--- src/rtl/detection_result_serializer.sv ---
// detection_result_serializer
// Captures detector results tagged with the current test ID, buffers them in a
// small FIFO and emits each one as a framed byte stream over valid/ready.
// Frame: SYNC, {test_id, 3'b000, attack}, major[31:0] MSB first, minor[31:0] MSB first,
// and an XOR checksum byte when RESULT_SERIALIZER_CKSUM_EN is defined (10 bytes otherwise).
module detection_result_serializer #(
    parameter int unsigned FIFO_DEPTH = 4,
    parameter logic [7:0]  SYNC_BYTE  = 8'hA5
) (
    input  logic                          clk,
    input  logic                          rst_n,
    input  logic                          res_valid,
    input  logic                          res_attack,
    input  logic [31:0]                   res_major,
    input  logic [31:0]                   res_minor,
    input  logic [3:0]                    res_test_id,
    output logic [7:0]                    tx_data,
    output logic                          tx_valid,
    input  logic                          tx_ready,
    input  logic                          clr_stats,
    output logic [$clog2(FIFO_DEPTH):0]   fifo_count,
    output logic                          busy,
    output logic                          overflow,
    output logic [7:0]                    drop_count
);

    localparam int unsigned AW      = $clog2(FIFO_DEPTH);
    localparam int unsigned CW      = AW + 1;
    localparam int unsigned ENTRY_W = 69;
`ifdef RESULT_SERIALIZER_CKSUM_EN
    localparam int unsigned NB      = 11;
`else
    localparam int unsigned NB      = 10;
`endif
    localparam int unsigned FRAME_W = NB * 8;
    localparam logic [3:0]  IDX_LAST = 4'(NB - 1);

    typedef enum logic {StIdle, StSend} state_t;

    // Entry layout: {test_id[3:0], attack, major[31:0], minor[31:0]}
    logic [ENTRY_W-1:0] r_mem [FIFO_DEPTH];
    logic [AW-1:0]      r_wr_ptr;
    logic [AW-1:0]      r_rd_ptr;
    logic [CW-1:0]      r_count;

    state_t             r_state;
    logic [FRAME_W-1:0] r_frame;
    logic [3:0]         r_byte_idx;
    logic               r_tx_valid;
    logic               r_busy;
    logic               r_overflow;
    logic [7:0]         r_drop_count;

    logic [ENTRY_W-1:0] w_head;
    logic [7:0]         w_b1;
    logic [FRAME_W-1:0] w_head_frame;
    logic               w_full;
    logic               w_nonempty;
    logic               w_push;
    logic               w_drop;
    logic               w_last_accept;
    logic               w_pop;

    // Full is judged on the registered count, before any same-cycle pop.
    assign w_full        = (r_count == CW'(FIFO_DEPTH));
    assign w_nonempty    = (r_count != '0);
    assign w_push        = res_valid && !w_full;
    assign w_drop        = res_valid && w_full;
    assign w_last_accept = (r_state == StSend) && r_tx_valid && tx_ready
                           && (r_byte_idx == IDX_LAST);
    assign w_pop         = w_nonempty && ((r_state == StIdle) || w_last_accept);

    assign w_head = r_mem[r_rd_ptr];
    assign w_b1   = {w_head[68:65], 3'b000, w_head[64]};

`ifdef RESULT_SERIALIZER_CKSUM_EN
    logic [7:0] w_cksum;

    // Checksum covers B1..B9: the header byte and both score words.
    always_comb begin
        w_cksum = w_b1;
        for (int k = 0; k < 8; k++) begin
            w_cksum = w_cksum ^ w_head[k*8 +: 8];
        end
    end

    assign w_head_frame = {SYNC_BYTE, w_b1, w_head[63:0], w_cksum};
`else
    assign w_head_frame = {SYNC_BYTE, w_b1, w_head[63:0]};
`endif

    // FIFO storage; contents need no reset since pointers gate every read.
    always_ff @(posedge clk) begin
        if (w_push) begin
            r_mem[r_wr_ptr] <= {res_test_id, res_attack, res_major, res_minor};
        end
    end

    // FIFO pointers and occupancy.
    always_ff @(posedge clk or negedge rst_n) begin
        if (!rst_n) begin
            r_wr_ptr <= '0;
            r_rd_ptr <= '0;
            r_count  <= '0;
        end else begin
            if (w_push) r_wr_ptr <= r_wr_ptr + 1'b1;
            if (w_pop)  r_rd_ptr <= r_rd_ptr + 1'b1;
            case ({w_push, w_pop})
                2'b10:   r_count <= r_count + 1'b1;
                2'b01:   r_count <= r_count - 1'b1;
                default: r_count <= r_count;
            endcase
        end
    end

    // Sticky overflow flag and saturating drop counter; a coincident drop wins over clear.
    always_ff @(posedge clk or negedge rst_n) begin
        if (!rst_n) begin
            r_overflow   <= 1'b0;
            r_drop_count <= 8'd0;
        end else if (clr_stats) begin
            r_overflow   <= w_drop;
            r_drop_count <= w_drop ? 8'd1 : 8'd0;
        end else if (w_drop) begin
            r_overflow <= 1'b1;
            if (r_drop_count != 8'hFF) r_drop_count <= r_drop_count + 8'd1;
        end
    end

    // Frame FSM: load a frame from the FIFO head, shift one byte out per accepted beat.
    always_ff @(posedge clk or negedge rst_n) begin
        if (!rst_n) begin
            r_state    <= StIdle;
            r_frame    <= '0;
            r_byte_idx <= 4'd0;
            r_tx_valid <= 1'b0;
            r_busy     <= 1'b0;
        end else begin
            case (r_state)
                StIdle: begin
                    if (w_nonempty) begin
                        r_frame    <= w_head_frame;
                        r_byte_idx <= 4'd0;
                        r_tx_valid <= 1'b1;
                        r_busy     <= 1'b1;
                        r_state    <= StSend;
                    end
                end
                StSend: begin
                    if (r_tx_valid && tx_ready) begin
                        if (r_byte_idx == IDX_LAST) begin
                            if (w_nonempty) begin
                                // Back-to-back: next frame starts without a bubble.
                                r_frame    <= w_head_frame;
                                r_byte_idx <= 4'd0;
                            end else begin
                                r_tx_valid <= 1'b0;
                                r_busy     <= 1'b0;
                                r_state    <= StIdle;
                            end
                        end else begin
                            r_frame    <= r_frame << 8;
                            r_byte_idx <= r_byte_idx + 4'd1;
                        end
                    end
                end
                default: r_state <= StIdle;
            endcase
        end
    end

    assign tx_data    = r_frame[FRAME_W-1 -: 8];
    assign tx_valid   = r_tx_valid;
    assign busy       = r_busy;
    assign fifo_count = r_count;
    assign overflow   = r_overflow;
    assign drop_count = r_drop_count;

endmodule

--- config.mk ---
export PLATFORM = sky130hd
export DESIGN_NAME = detection_result_serializer
export DESIGN_NICKNAME = d
export VERILOG_FILES = /design/src/rtl/detection_result_serializer.sv
export SDC_FILE = /design/constraint.sdc
export NUM_CORES = 1
export LEC_CHECK = 0
export ABC_AREA = 1
export CAP_MARGIN = 20
export CELL_PAD_IN_SITES_DETAIL_PLACEMENT = 0
export CELL_PAD_IN_SITES_GLOBAL_PLACEMENT = 1
export CORE_MARGIN = 5
export CORE_UTILIZATION = 43
export CTS_CLUSTER_DIAMETER = 100
export DETAILED_ROUTE_END_ITERATION = 6
export PLACE_DENSITY = 0.85
export SETUP_SLACK_MARGIN = 0.1
export SYNTH_ARGS = -nofsm -noshare
export SYNTH_HDL_FRONTEND = slang
export SYNTH_SLANG_ARGS = --single-unit
--- constraint.sdc ---
create_clock -name clk -period 3.6 [get_ports clk]
set_input_delay 0.72 -clock clk [delete_from_list [all_inputs] [get_ports clk]]
set_output_delay 0.72 -clock clk [all_outputs]
set_load 0.005 [all_outputs]
# Word level (Yosys, flattened, before mapping)
# Memory sizes are Yosys's and may differ from the RTL's.
# Index checks and enable logic that the tools add are counted.
op_classes:
  bitwise: 1
  add_sub_neg: 6
  eq_ne: 9
  mux: 26
  n_reduce_logical: 15
ops:
  columns: ["cell", "n"]
  rows:
  - ["two-way mux 80 bit", 3]
  - ["case mux 80 bit (2 select lines)", 1]
  - ["two-way mux 8 bit", 3]
  - ["two-way mux 1 bit", 12]
  - ["two-way mux 4 bit", 3]
  - ["adder 8 x 1 -> 8 bit (second input constant)", 1]
  - ["inequality test 8 bit (second input constant)", 1]
  - ["case mux 4 bit (2 select lines)", 1]
  - ["logical AND 1 bit", 7]
  - ["case mux 3 bit (2 select lines)", 1]
  - ["nonzero test 2 bit", 3]
  - ["adder 2 x 1 -> 2 bit (second input constant)", 2]
  - ["adder 4 x 1 -> 4 bit (second input constant)", 1]
  - ["== test 4 bit (second input constant)", 1]
  - ["inequality test 2 x 1 -> 1 bit (second input constant)", 2]
  - ["inequality test 2 bit (second input constant)", 2]
  - ["case mux 1 bit (2 select lines)", 2]
  - ["AND reduction 4 bit", 1]
  - ["adder 3 x 1 -> 3 bit (second input constant)", 1]
  - ["== test 3 bit (second input constant)", 1]
  - ["nonzero test 3 bit", 1]
  - ["subtractor 3 x 1 -> 3 bit (second input constant)", 1]
  - ["== test 2 x 1 -> 1 bit (second input constant)", 1]
  - ["== test 2 bit (second input constant)", 1]
  - ["4 further kinds", 4]
totals:
  register_bits: 102
  memories: 1
  output_inout_bits: 22
  word_cells: 67
  mem_bits_rw: 276
mem_list:
  columns: ["name", "words", "word_bits", "read_ports", "rd_clocked_by_memory_dff", "wr", "line_no", "source"]
  rows:
  - ["r_mem", 4, 69, 1, 0, 1, "41", "logic [ENTRY_W-1:0] r_mem [FIFO_DEPTH];"]

# Longest topological paths before layout
# Gate-level depths: netlist of the first run.
depth:
  word_depth: 7
  ltp_mapped: 12

# Least setup slack after synthesis of the first run
# No wires, ideal clock.
synth_path:
  kind: "input port to flip-flop"
  from: "in res_valid"
  to: "mem r_mem[0][0] (enable)"
  setup_time_ns: 0.497
  path_stages: 2
  n_path_buf: 0
  t_required_ns: 3.103
  arrival_ns: 3.741
  path_slack_ns: -0.638
  path_cell_list: "o31ai_2 -> nor2_1"
synth_via:
  elab_chain_len: 3
synth_rtl:
  columns: ["element", "line_no", "source"]
  rows:
  - ["start, declared", "12", "input logic res_valid,"]
  - ["logical AND 1 bit", "67", "assign w_push = res_valid && !w_full;"]
  - ["two-way mux 1 bit", "94", "if (w_push) begin"]
  - ["two-way mux 1 bit (implied by the code)", "95", "r_mem[r_wr_ptr] <= {res_test_id, res_attack, res_major, res_minor};"]
  - ["end, declared", "41", null]
# Every way passes these cells.

# Worst setup path in the final report of the first run
layout_path:
  from: "reg r_count[2], in the netlist fifo_count[2]"
  to: "reg r_count[2], in the netlist fifo_count[2]"
layout_via:
  elab_chain_len: 5
  word_cells_on_any_way: 11
layout_rtl:
  columns: ["element", "line_no", "source"]
  rows:
  - ["start, declared", "44", "logic [CW-1:0] r_count;"]
  - ["start signal, assigned", "109", "2'b10: r_count <= r_count + 1'b1;"]
  - ["start signal, assigned", "110", "2'b01: r_count <= r_count - 1'b1;"]
  - ["start signal, assigned", "111", "default: r_count <= r_count;"]
  - ["== test 3 bit", "65", "assign w_full = (r_count == CW'(FIFO_DEPTH));"]
  - ["logical NOT 1 bit", "67", null]
  - ["logical AND 1 bit", "67", null]
  - ["== test 2 x 1 -> 1 bit or == test 2 bit (tied branches)", "108", "case ({w_push, w_pop})"]
  - ["case mux 3 bit (2 select lines) or nonzero test 2 bit (tied branches)", null, null]
# Several ways; a longest one is shown, not always the timed one.
# A chain may end at the register's enable or synchronous reset.

==> summary by stage, run 1 <==
Placement
The global placement routability congestion is 0.7792. The post-place setup slack is 0.7569 ns. The detailed placement HPWL is 18,710 µm. Buffers placed on the I/O ports in this run total 95.

Timing
The worst slack on hold paths is 0.3516 ns. The worst setup slack after layout is 0.9954 ns. The hold violation count in the final report came to 0. The worst-case headroom to the max-slew limit is 28.08%. The final worst-path cycle share is 72.35%. The total count of max-transition violations in the final report is 0. The highest achievable clock rate is 0.3839 GHz. The clock tree skew after final layout is 0.02529 ns. The final number of setup-violating endpoints is 0. After layout, the minimum clock period comes to 2.605 ns. Setup repair after global routing left no endpoint under its margin. The slew at the pin with the worst max-slew slack is 1.072 ns.

Yosys
Summing the areas of all xor and xnor instances in the mapped netlist gives 0.2815% of the synthesized area. Summing the areas of all fa, ha and maj instances in the mapped netlist gives 0.7721% of the synthesized area. The Yosys warning count is 0. The count of different cell masters after synthesis is 27. After synthesis, the largest family of logic cells by area is simple AND/OR/NAND/NOR gates. The synthesized netlist devotes 3.732% of its cell area to compound gates. The synthesized netlist occupies a cell area of 15,560 µm². The post-synthesis average cell area is 10.84 µm². Measured against the total synthesized area, the mux share comes to 0%. The instance count of the mapped netlist is 1,435. Synthesis inferred 378 register bits. The sequential cell area fraction in the yosys report is 69.69%.

The synthesized netlist net count is 1,518. The top-area cell type share of the netlist area is 53.28%. The area share of and/or/nand/nor cells after synthesis is 21.68%. Of all cell types, the one taking the most synthesized area is edfxtp_1.

By area the synthesized netlist is led by edfxtp_1 53%, dfrtp_1 16%, nand2_1 12%.

Worst setup path
The category of the critical setup timing path is reg -> reg. Of all nets on the critical path, the largest fanout is 8. The startpoint class of the critical path is a flip-flop. The worst setup path is captured at a flip-flop. For the worst setup path, the data arrival time is 2.99 ns.

The data required time at the worst endpoint is 3.98 ns.

Global route
Entering global routing, the biggest net connects 105 pins. Global routing consumed, over all layers together, 16.10% of the routing resources. The sum of overflow across all layers after global routing is 0. The wire length of the first global-routing pass is 52,760 µm. The initial antenna violation count is 1. The number of global-route vias before repair was 9,865.

Clock network
The insertion delay of the later-clocked pin in the worst-skew pair is 0.53 ns. CTS built an H-tree with a depth of 2. The clock-pin slew reported for the worst setup and hold paths after clock tree synthesis is 0.06 ns. The TritonCTS buffer count is 39. In this run, post-CTS repair resized a total of 0 instances. The number of buffers inserted for hold repair after clock tree synthesis is 0. The number of clock sinks is 378. The buffer levels on the longest clock path is 3.

CTS placed an instance of clkbuf_16 at the clock tree root. Buffers added to address setup during post-CTS repair amount to 0. TritonCTS built the clock tree.

Drt
The vias after detailed routing is 10.11k. The first detailed-routing pass took 6 iterations. In the routed layout, each cell is associated on average with a via count of 5.063. The post-detailed-routing wire length is 32,970 µm. The remaining antenna violation count after routing is 0. For this run, design rule violations remaining after detail routing come to 0. After detailed routing, the average wire length per cell comes to 16.52 µm.

The detailed router finished its first iteration with 688 violations.

Finish
The library cell used most frequently in the layout, excluding fill and tap cells, is nand2_1. The number of antenna diodes is 0. Of the cells placed in the final design, the portion with a size suffix greater than 1 is 9.967%.

The net count reported at finish is 1,588. The synthesis-to-finish area growth is 17.10%. In the layout the commonest cells are 504 x nand2_1, 276 x edfxtp_1, 151 x nand3_1, 100 x dfrtp_1, 94 x clkdlybuf4s50_1. Once layout is complete, the utilization of the core stands at 51.09%.

Power
The leakage component of the power is 7.041 nW. Across the VDD grid, the largest voltage drop is 0.3704 mV. Summing internal, switching and leakage power gives 0.01471 W. Dividing total power by cell area gives a power density of 807.8 nW/µm².

Floorplanning
The initial core utilization is 43.63%. The number of top-level design ports is 96. The floorplan has 69 rows.

The total area inside the core boundary comes to 35,660 µm². Measured along the y axis, the die boundary spans 200.2 µm. The die extent in x is 200.2 µm.

The floorplan step defined a die boundary enclosing 40,080 µm².

Run status
The run finished with clean final reports.

Worst hold path
The tightest min-delay check is of the in -> async type.

Flow run
Across the run, the number of max-cap violations was 0.
==> sequential cells by signal, indices dropped and copies added (netlist names) <==
signal,count
overflow,1
r_rd_ptr,2
fifo_count,3
busy,1
r_state,1
r_byte_idx,4
r_mem,276
drop_count,8
r_wr_ptr,2
r_frame,80
==> report_power, final <==
part | internal (W) | total, W | switching (W) | leakage, nW
clock | 0.00241 | 0.00402 | 0.00161 | 0.636
sequential | 0.00581 | 0.00625 | 0.000446 | 3.62
combinational | 0.00148 | 0.00445 | 0.00296 | 2.78
total | 0.00970 | 0.0147 | 0.00502 | 7.04
==> worst paths after layout <==
| path | slack [ns] | from | cells past startpoint | to |
|---|---|---|---|---|
| max | 1.0 | fifo_count[2]$_DFFE_PN0P_ | 8 | fifo_count[2]$_DFFE_PN0P_ |
| min | 0.35 | rst_n | 1 | drop_count[4]$_DFFE_PN0P_ |
| max reg2reg | 1.0 | fifo_count[2]$_DFFE_PN0P_ | 8 | fifo_count[2]$_DFFE_PN0P_ |
| min reg2reg | 0.48 | r_frame[68]$_DFFE_PN0N_ | 2 | r_frame[76]$_DFFE_PN0N_ |
| max in group asynchronous | 2.44 | rst_n | 2 | r_frame[23]$_DFFE_PN0N_ |
| min in group clk | 0.48 | r_frame[68]$_DFFE_PN0N_ | 2 | r_frame[76]$_DFFE_PN0N_ |
==> final cells by class <==
type / count / area [µm²]
tap: 461 / 576.8
timing repair buffer: 115 / 1174
fill: 3074 / 17440
inverter: 43 / 163.9
clock buffer: 46 / 1065
clock inverter: 25 / 241.5
sequential: 378 / 10850
multi-input combinational: 928 / 4150
==> through the flow <==
step	TNS, ns	instances	cell area (µm²)
6_report	0	1996	18220
5_1_grt	0	1996	18220
4_1_cts	0	1996	18220
3_5_place_dp	0	1925	16910
3_3_place_gp	0	1925	16910
2_1_floorplan	-176.00	1435	15560
==> cells in the mapped netlist (all sizes together) <==
cell      n
clkbuf   29
edfxtp  276
or2      54
ha        8
o31ai     1
fa        1
dfrtp   102
a31oi     1
nand4     3
xnor2     1
nand3   154
nor2     86
nand2   507
buf      57
a21oi    69
o22ai     7
o21ai    27
a22oi     5
xor2      4
inv      43
==> metal layers <==
layer,track usage (%),up-vias,share of wire (%)
met5,0,-,0.021
met4,3.713,2,1.5
met3,3.396,40,6.0
met2,27.89,243,50
met1,21.02,4884,43
li1,-,4937,-
==> cell families (layout without fill, tap and decap cells) <==
family / after synthesis / count (layout)
buffers and inverters: 129 / 229
flip-flops: 378 / 378
AND/OR/NAND/NOR: 804 / 804
AO/OA/AOI/OAI: 110 / 110
XOR/XNOR: 5 / 5
adder cells (fa/ha/maj): 9 / 9
==> critical path: stages, from the launching register on <==
cell,delay [ns]
dfrtp_1,0.38
inv_1,0.11
o31ai_2,0.86
ha_1,0.28
inv_1,0.07
fa_1,0.37
a21oi_1,0.14
o21ai_0,0.11
xor2_1,0.15
No activity file was read; power rests on OpenSTA's default activity.
==> run 2, diff against run 1 <==
--- a/config.mk
+++ b/config.mk
@@ -10,10 +10,10 @@
 export CELL_PAD_IN_SITES_DETAIL_PLACEMENT = 0
 export CELL_PAD_IN_SITES_GLOBAL_PLACEMENT = 1
 export CORE_MARGIN = 5
-export CORE_UTILIZATION = 43
+export CORE_UTILIZATION = 47
 export CTS_CLUSTER_DIAMETER = 100
 export DETAILED_ROUTE_END_ITERATION = 6
-export PLACE_DENSITY = 0.85
+export PLACE_DENSITY = 0.88
 export SETUP_SLACK_MARGIN = 0.1
 export SYNTH_ARGS = -nofsm -noshare
 export SYNTH_HDL_FRONTEND = slang
==> constraint.sdc (replaced) <==
create_clock -name clk -period 2.6 [get_ports clk]
set_input_delay 0.52 -clock clk [delete_from_list [all_inputs] [get_ports clk]]
set_output_delay 0.52 -clock clk [all_outputs]
set_load 0.005 [all_outputs]
==> run 2 against run 1 <==
The flow now finishes with violations (negative hold slack). Routed wire length fell by 1.7%. Via count increased by 0.42%. Register-to-register slack worse by 0.66 ns.
==> summary by stage, run 2 (synthesis gave the netlist of run 1 again) <==
Run status
Outcome: finished, violations left (was complete, no violations). The final reports fail on negative hold slack.

Power
The total power after layout came to 0.02041 W (was 0.01471 W). The power per cell area is 1110 nW/µm² (was 807.8 nW/µm²). The maximum resistive drop on vdd was 0.6737 mV (was 0.3704 mV).

The leakage component of the power was 7.144 nW (was 7.041 nW).

Global route
The wire length of the first global-routing pass is 52,720 µm (was 52,760 µm). The initial antenna violation count came to 0 (was 1). The total global routing track utilization is 18.01% (was 16.10%). The sum of overflow across all layers after global routing is 0 (unchanged). The maximum number of pins on one net before global-route repair is 141 (was 105). The number of global-route vias before repair is 10.06k (was 9,865).

Clock network
The post-cts gate resize count was 0 (unchanged). The buffer levels on the longest clock path is 3 (unchanged). The deepest level of the CTS H-tree came to 2 (unchanged).

The clock-pin slew reported for the worst setup and hold paths after clock tree synthesis is 0.06 ns (about the same). The CTS tree is yes (unchanged). The number of buffers inserted for hold repair after clock tree synthesis is 0 (unchanged). The cell at the root of the clock tree is clkbuf_16 (unchanged). The number of clock sinks is 378 (unchanged). The insertion delay of the later-clocked pin in the worst-skew pair was 0.51 ns (was 0.53 ns). The TritonCTS buffer count is 39 (unchanged).

The total setup buffers inserted after CTS is 0 (unchanged).

Worst setup path
The category of the critical setup timing path is reg -> reg (unchanged). The highest net fanout along the worst path came to 10 (was 8). The data required time at the worst endpoint is 2.99 ns (was 3.98 ns).

The startpoint class of the critical path is a flip-flop (unchanged). The arrival time reported for the critical path endpoint is 2.66 ns (was 2.99 ns). The critical path capture point type is a flip-flop (unchanged).

Finish
The number of flip-flops under the largest register name came to 276 (unchanged). The register containing the most flip-flops in the final layout is r_mem (unchanged). The utilization of the core after routing is 56.38% (was 51.09%). The synthesis-to-finish area growth was 18.23% (was 17.10%). The final-layout fill cell count came to 2,679 (was 3,074). The net count reported at finish is 1,603 (was 1,588).

The ratio of cells with drive above 1 in the final layout is 10.84% (was 9.967%). Most frequent cells in the layout: 504 x nand2_1, 276 x edfxtp_1, 151 x nand3_1, 100 x dfrtp_1, 94 x clkdlybuf4s50_1 (unchanged). The most frequent standard cell in the layout excluding fill and tap cells is nand2_1 (unchanged). The number of standard cells in the final layout excluding fillers came to 1,992 (was 1,996).

The number of antenna diodes was 0 (unchanged).

Timing
The worst-case headroom to the max-slew limit is 38.20% (was 28.08%). The clock tree skew after final layout is 0.01007 ns (was 0.02529 ns). The highest achievable clock rate is 0.4412 GHz (was 0.3839 GHz). The worst setup slack after layout is 0.3332 ns (was 0.9954 ns). The final worst-path cycle share is 87.18% (was 72.35%). The hold violation count in the final report is 3 (was 0). The minimum clock period after layout was 2.267 ns (was 2.605 ns). The final number of setup-violating endpoints is 0 (unchanged). The worst slack on hold paths is -0.006066 ns (was 0.3516 ns). The slew at the pin with the worst max-slew slack came to 0.9269 ns (was 1.072 ns). RSZ-0062 raised after global routing: false (unchanged). The total count of max-transition violations in the final report came to 0 (unchanged).

The sum of negative setup slack is 0 ns (unchanged).

Floorplanning
The initial core utilization is 47.69% (was 43.63%). The number of top-level design ports came to 96 (unchanged). The die extent in x came to 191.9 µm (was 200.2 µm). The vertical extent of the die is 191.9 µm (was 200.2 µm). The area enclosed by the die boundary was 36,840 µm² (was 40,080 µm²).

The total number of placement rows is 66 (was 69). The placeable core region is 32,620 µm² (was 35,660 µm²).

Placement
The count of buffers inserted at the top-level ports is 95 (unchanged). The post-place setup slack came to 0.06038 ns (was 0.7569 ns). The detailed placement HPWL came to 19,200 µm (was 18,710 µm).

The global placement routability congestion is 0.7599 (was 0.7792). The instance count after placement with tap cells included is 1,921 (was 1,925).

Flow run
The number of maximum-capacitance constraint violations came to 0 (unchanged).

Drt
The DRC violations left is 0 (unchanged). The post-detailed-routing wire length was 32,390 µm (was 32,970 µm). The per-cell via count in the routed design is 5.094 (was 5.063). The remaining antenna violation count after routing is 0 (unchanged).

The detailed router's first-iteration violation count came to 603 (was 688). The vias after detailed routing was 10.15k (was 10.11k). The average wire length per cell after detail routing is 16.26 µm (was 16.52 µm).

The count of TritonRoute iterations in the first routing pass is 5 (was 6).

Worst hold path
The worst min-delay path class is in -> async (unchanged).
run 2: cell types whose count changed in the layout (fill, tap and decap cells not counted), sizes merged:
| cell | change |
|---|---|
| buf | +15 |
| bufinv | -2 |
| clkbuf | +7 |
| clkinv | -4 |
| clkinvlp | -1 |
run 2: worst max-delay path, cell delays in order (launching register included):
cell     delay, ns
dfrtp_1       0.41
inv_1         0.10
ha_1          0.16
nand3_2       0.13
nand2_2       0.10
inv_2         0.09
nor2_1        0.15
ha_1          0.16
inv_1         0.06
fa_1          0.37
a21oi_1       0.14
o21ai_0       0.11
xor2_1        0.15
run 2: per-layer routing:
| layer | global-route usage (%) | vias up | routed length (µm) |
|---|---|---|---|
| li1 | - | 4968 | - |
| met1 | 23.94 | 4904 | 13950 |
| met5 | 0 | - | 0 |
| met2 | 30.68 | 225 | 16120 |
| met4 | 4.503 | 0 | 650 |
| met3 | 3.562 | 51 | 1668 |
run 2: layout make-up:
class | instances | area [µm²] | area share [%]
Inverter | 43 | 162.7 | 0.8844
Clock inverter | 18 | 145.1 | 0.7892
Timing Repair Buffer | 130 | 1424 | 7.742
Clock buffer | 53 | 1111 | 6.041
Sequential cell | 378 | 10850 | 58.97
Multi-Input combinational cell | 928 | 4150 | 22.57
Tap cell | 442 | 553.0 | 3.007
run 2: final timing paths:
kind                                                start                        end  slack [ns]  depth (start not counted)
worst max-delay path            r_byte_idx[1]$_DFFE_PN0N_  fifo_count[2]$_DFFE_PN0P_        0.33                         12
min in group clk                  r_frame[68]$_DFFE_PN0N_    r_frame[76]$_DFFE_PN0N_        0.48                          2
max in group asynchronous                           rst_n    r_frame[66]$_DFFE_PN0N_        1.82                          2
worst max register to register  r_byte_idx[1]$_DFFE_PN0N_  fifo_count[2]$_DFFE_PN0P_        0.33                         12
worst min-delay path                                rst_n  drop_count[5]$_DFFE_PN0P_      -0.006                          1
worst min register to register    r_frame[68]$_DFFE_PN0N_    r_frame[76]$_DFFE_PN0N_        0.48                          2
run 2: stage by stage:
stage	instance area, µm²	hold WS, ns
floorplan	15570	0.2244
global placement	17140	0.4647
detailed placement	17140	0.4679
CTS	18390	0.007413
global route	18390	0.02615
finish	18390	-0.006066
run 2: power by group:
group / switching (W) / total (W) / leakage [nW] / internal [W]
Combinational: 0.00421 / 0.00650 / 2.90 / 0.00229
Clock: 0.00216 / 0.00536 / 0.620 / 0.00320
Sequential: 0.000521 / 0.00855 / 3.62 / 0.00803
==> run 3, diff against run 2 <==
--- a/config.mk
+++ b/config.mk
@@ -5,12 +5,11 @@
 export SDC_FILE = /design/constraint.sdc
 export NUM_CORES = 1
 export LEC_CHECK = 0
-export ABC_AREA = 1
 export CAP_MARGIN = 20
 export CELL_PAD_IN_SITES_DETAIL_PLACEMENT = 0
 export CELL_PAD_IN_SITES_GLOBAL_PLACEMENT = 1
 export CORE_MARGIN = 5
-export CORE_UTILIZATION = 47
+export CORE_UTILIZATION = 51
 export CTS_CLUSTER_DIAMETER = 100
 export DETAILED_ROUTE_END_ITERATION = 6
 export PLACE_DENSITY = 0.88
==> run 3 against run 2 <==
The run now ends clean. Cell count is 33% lower. Count of clock-buffer cells in the layout decreased by 2. Global-route usage increased by 0.77 points. Worst setup slack got worse by 0.0030 ns. Die area fell by 11%. Non-clock buffer count is 2 lower. Synthesized cell count decreased by 43%. Cell area down 3.8%. Routed wire length down 4.9%. Register-to-register slack is essentially flat.
==> summary by stage, run 3 <==
Finish
The ratio of cells with drive above 1 in the final layout is 18.31% (was 10.84%). The synthesis-to-finish area growth was 19.20% (was 18.23%). The register containing the most flip-flops in the final layout is r_mem (unchanged). The number of flip-flops under the largest register name is 276 (unchanged).

The most frequent standard cell in the layout excluding fill and tap cells is edfxtp_1 (was nand2_1). The utilization of the core after routing is 61.63% (was 56.38%). Most frequent cells in the layout: 276 x edfxtp_1, 99 x dfrtp_1, 94 x clkdlybuf4s50_1, 69 x mux4_2, 62 x o22ai_1 (was 504 x nand2_1, 276 x edfxtp_1, 151 x nand3_1, 100 x dfrtp_1, 94 x clkdlybuf4s50_1). The net count reported at finish is 999 (was 1,603). The number of antenna diodes is 0 (unchanged).

The final design area excluding fillers was 17,690 µm² (was 18,390 µm²).

Global route
The maximum number of pins on one net before global-route repair was 67 (was 141). The total global routing track utilization is 18.78% (was 18.01%). The initial antenna violation count is 0 (unchanged). The wire length of the first global-routing pass came to 48,760 µm (was 52,720 µm). The sum of overflow across all layers after global routing came to 0 (unchanged). The number of global-route vias before repair is 8,395 (was 10.06k).

Worst hold path
The number of cells on the worst hold path is 1. The worst min-delay path class is reg -> reg (was in -> async). The endpoint of the worst hold path is overflow$_DFFE_PN0P_. The hold path startpoint is overflow$_DFFE_PN0P_.

Yosys
The library cell with the largest summed area after synthesis was edfxtp_1 (unchanged). Top cells by area, synth: edfxtp_1 56%, dfrtp_1 17%, mux4_2 10% (was edfxtp_1 53%, dfrtp_1 16%, nand2_1 12%). The number of enable flip-flop cells after synthesis is 276 (unchanged).

The instance count of the mapped netlist is 817 (was 1,435). The post-synth design cell area is 14,840 µm² (was 15,560 µm²). The post-synthesis average cell area is 18.17 µm² (was 10.84 µm²). The most used flip-flop cell after synthesis is edfxtp_1 (unchanged). The Yosys warning count is 0 (unchanged). The sequential cell area fraction in the yosys report came to 73.04% (was 69.69%). The top-area cell type share of the netlist area was 55.84% (was 53.28%). The share of async-settable or async-resettable flops after synthesis was 26.98% (unchanged).

The most instantiated library cell after synthesis is edfxtp_1 (was nand2_1). Most frequent cells after synthesis: 276 x edfxtp_1, 102 x dfrtp_1, 69 x mux4_2 (was 505 x nand2_1, 276 x edfxtp_1, 151 x nand3_1). The count of different cell masters after synthesis is 49 (was 27).

The number of flip-flops and latches in the synthesized netlist is 378 (unchanged). The synthesized netlist net count is 900 (was 1,518).

Placement
The post-place setup slack is 0.06234 ns (was 0.06038 ns). The global placement routability congestion came to 0.8007 (was 0.7599). The detailed placement HPWL came to 18,440 µm (was 19,200 µm). The count of buffers inserted at the top-level ports is 95 (unchanged). The placed standard-cell area is 16,350 µm² (was 17,140 µm²).

Timing
The worst setup slack after layout is 0.3302 ns (was 0.3332 ns). The clock tree skew after final layout was 0.01903 ns (was 0.01007 ns). The final worst-path cycle share is 87.30% (was 87.18%). The sum of negative setup slack is 0 ns (unchanged). The minimum clock period after layout is 2.270 ns (was 2.267 ns). The highest achievable clock rate was 0.4406 GHz (was 0.4412 GHz). The slew at the pin with the worst max-slew slack is 0.7478 ns (was 0.9269 ns). RSZ-0062 raised after global routing: false (unchanged). The hold violation count in the final report is 0 (was 3). The final number of setup-violating endpoints came to 0 (unchanged). The worst-case headroom to the max-slew limit is 50.15% (was 38.20%). The total count of max-transition violations in the final report is 0 (unchanged).

Drt
The remaining antenna violation count after routing was 0 (unchanged). The detailed router's first-iteration violation count was 777 (was 603). The DRC violations left is 0 (unchanged).

The count of TritonRoute iterations in the first routing pass is 5 (unchanged). The average wire length per cell after detail routing is 23.18 µm (was 16.26 µm). The post-detailed-routing wire length was 30,800 µm (was 32,390 µm).

The vias after detailed routing is 8,202 (was 10.15k). The per-cell via count in the routed design is 6.172 (was 5.094).

Worst setup path
The critical path capture point type was a flip-flop (unchanged). The category of the critical setup timing path is reg -> reg (unchanged). The highest net fanout along the worst path is 63 (was 10). The top cell family by delay on the critical path is compound AO/OA/AOI/OAI gates (was adder cells). The highest-delay cell along the critical path is buf_4 (was dfrtp_1). The register-to-register path setup slack is 0.33 ns (about the same). Critical Path, Cell by Cell: ha_1 -> and3b_2 -> a21oi_4 -> buf_4 -> o32ai_1 -> a21oi_1 (was inv_1 -> ha_1 -> nand3_2 -> nand2_2 -> inv_2 -> nor2_1 -> ha_1 -> inv_1 -> fa_1 -> a21oi_1 -> o21ai_0 -> xor2_1). The number of cells on the worst reg-to-reg path is 6 (was 12). The endpoint of the worst register-to-register path is r_frame[40]$_DFFE_PN0N_ (was fifo_count[2]$_DFFE_PN0P_). The largest incremental delay on the critical path came to 0.59 ns (was 0.41 ns).

The buffering stage count on the worst path with inverters included is 1 (was 3). The arrival time reported for the critical path endpoint is 2.68 ns (was 2.66 ns). The startpoint class of the critical path is a flip-flop (unchanged). The data required time at the worst endpoint was 3.01 ns (was 2.99 ns). The origin of the critical flop-to-flop path is r_byte_idx[0]$_DFFE_PN0N_ (was r_byte_idx[1]$_DFFE_PN0N_).

Clock network
The CTS tree is yes (unchanged). The buffer levels on the longest clock path is 3 (unchanged). The TritonCTS buffer count came to 38 (was 39). The cell at the root of the clock tree is clkbuf_16 (unchanged). The total setup buffers inserted after CTS is 0 (unchanged). The deepest level of the CTS H-tree is 2 (unchanged).

The insertion delay of the later-clocked pin in the worst-skew pair is 0.53 ns (was 0.51 ns). The clock-pin slew reported for the worst setup and hold paths after clock tree synthesis is 0.06 ns (about the same). The number of clock sinks was 378 (unchanged).

Floorplanning
The number of top-level design ports is 96 (unchanged). The die extent in x is 180.6 µm (was 191.9 µm). The initial core utilization is 51.71% (was 47.69%). The area enclosed by the die boundary came to 32,610 µm² (was 36,840 µm²). The total number of placement rows was 62 (was 66). The placeable core region is 28,700 µm² (was 32,620 µm²). The vertical extent of the die came to 180.6 µm (was 191.9 µm).

Power
The leakage component of the power came to 5.948 nW (was 7.144 nW). The power per cell area came to 1105 nW/µm² (was 1110 nW/µm²). The total power after layout is 0.01955 W (was 0.02041 W). The maximum resistive drop on vdd is 0.6491 mV (was 0.6737 mV).

Run status
Outcome: complete, no violations (was finished, violations left).

Flow run
The number of maximum-capacitance constraint violations is 0 (unchanged).
-- run 3: area by class of cell --
type	instances	area (µm²)
clock inverters	18	260.3
flip-flops and latches	378	10850
multi-input cells	359	3615
inverters	11	41.29
clock buffers	51	1074
fillers	2028	11010
repair buffers	128	1374
well taps	384	480.5
-- run 3: metal layers --
layer	vias to the layer above	GRT usage, %	routed length, µm
li1	3602	-	-
met1	4212	27.15	12920
met2	334	30.29	15280
met3	54	3.532	2066
met4	0	4.325	533
met5	-	0	0
-- run 3: report_power, final --
group,internal [W],switching [W]
registers,0.00808,0.000817
logic,0.00239,0.00247
clock network,0.00359,0.00219
-- run 3: stage by stage --
stage                     cells  hold slack (ns)
final                      1329           0.4846
after global routing       1329           0.5076
after CTS                  1329           0.4916
after detailed placement   1259           0.4774
after global placement     1259           0.4649
after floorplan             817           0.2244
-- run 3: how the worst max path moves through the flow --
stage                              startpoint                        end  slack (ns)  cells past startpoint
CTS                 r_byte_idx[1]$_DFFE_PN0N_  fifo_count[2]$_DFFE_PN0P_        0.28                     11
global route        r_byte_idx[1]$_DFFE_PN0N_  fifo_count[2]$_DFFE_PN0P_        0.18                     11
finish              r_byte_idx[0]$_DFFE_PN0N_    r_frame[40]$_DFFE_PN0N_        0.33                      6
detailed placement                   tx_ready  r_byte_idx[2]$_DFFE_PN0N_        0.06                      7
global placement                     tx_ready  fifo_count[2]$_DFFE_PN0P_        0.09                     10
floorplan           r_byte_idx[1]$_DFFE_PN0N_  fifo_count[2]$_DFFE_PN0P_        0.24                     13
-- run 3: repair_timing --
| item | in CTS | in global routing |
|---|---|---|
| resized for setup | 0 | 1 |
| endpoints found under the hold margin | 1 | 0 |
| setup endpoints to repair | 0 | 1 |
| hold buffers | 1 | 0 |
-- run 3: cells by family (layout without fill, tap and decap cells) --
kind of cell / count (synthesis) / count (layout) / share of synthesized area [%]
AOI/OAI and AO/OA: 220 / 220 / 10.34
xor gates and xnor gates: 10 / 10 / 0.5902
adders and majority gates: 9 / 9 / 0.8093
buffers and inverters: 80 / 208 / 2.715
DFF: 378 / 378 / 73.04
muxes: 73 / 73 / 10.75
and+or+nand+nor: 47 / 47 / 1.754
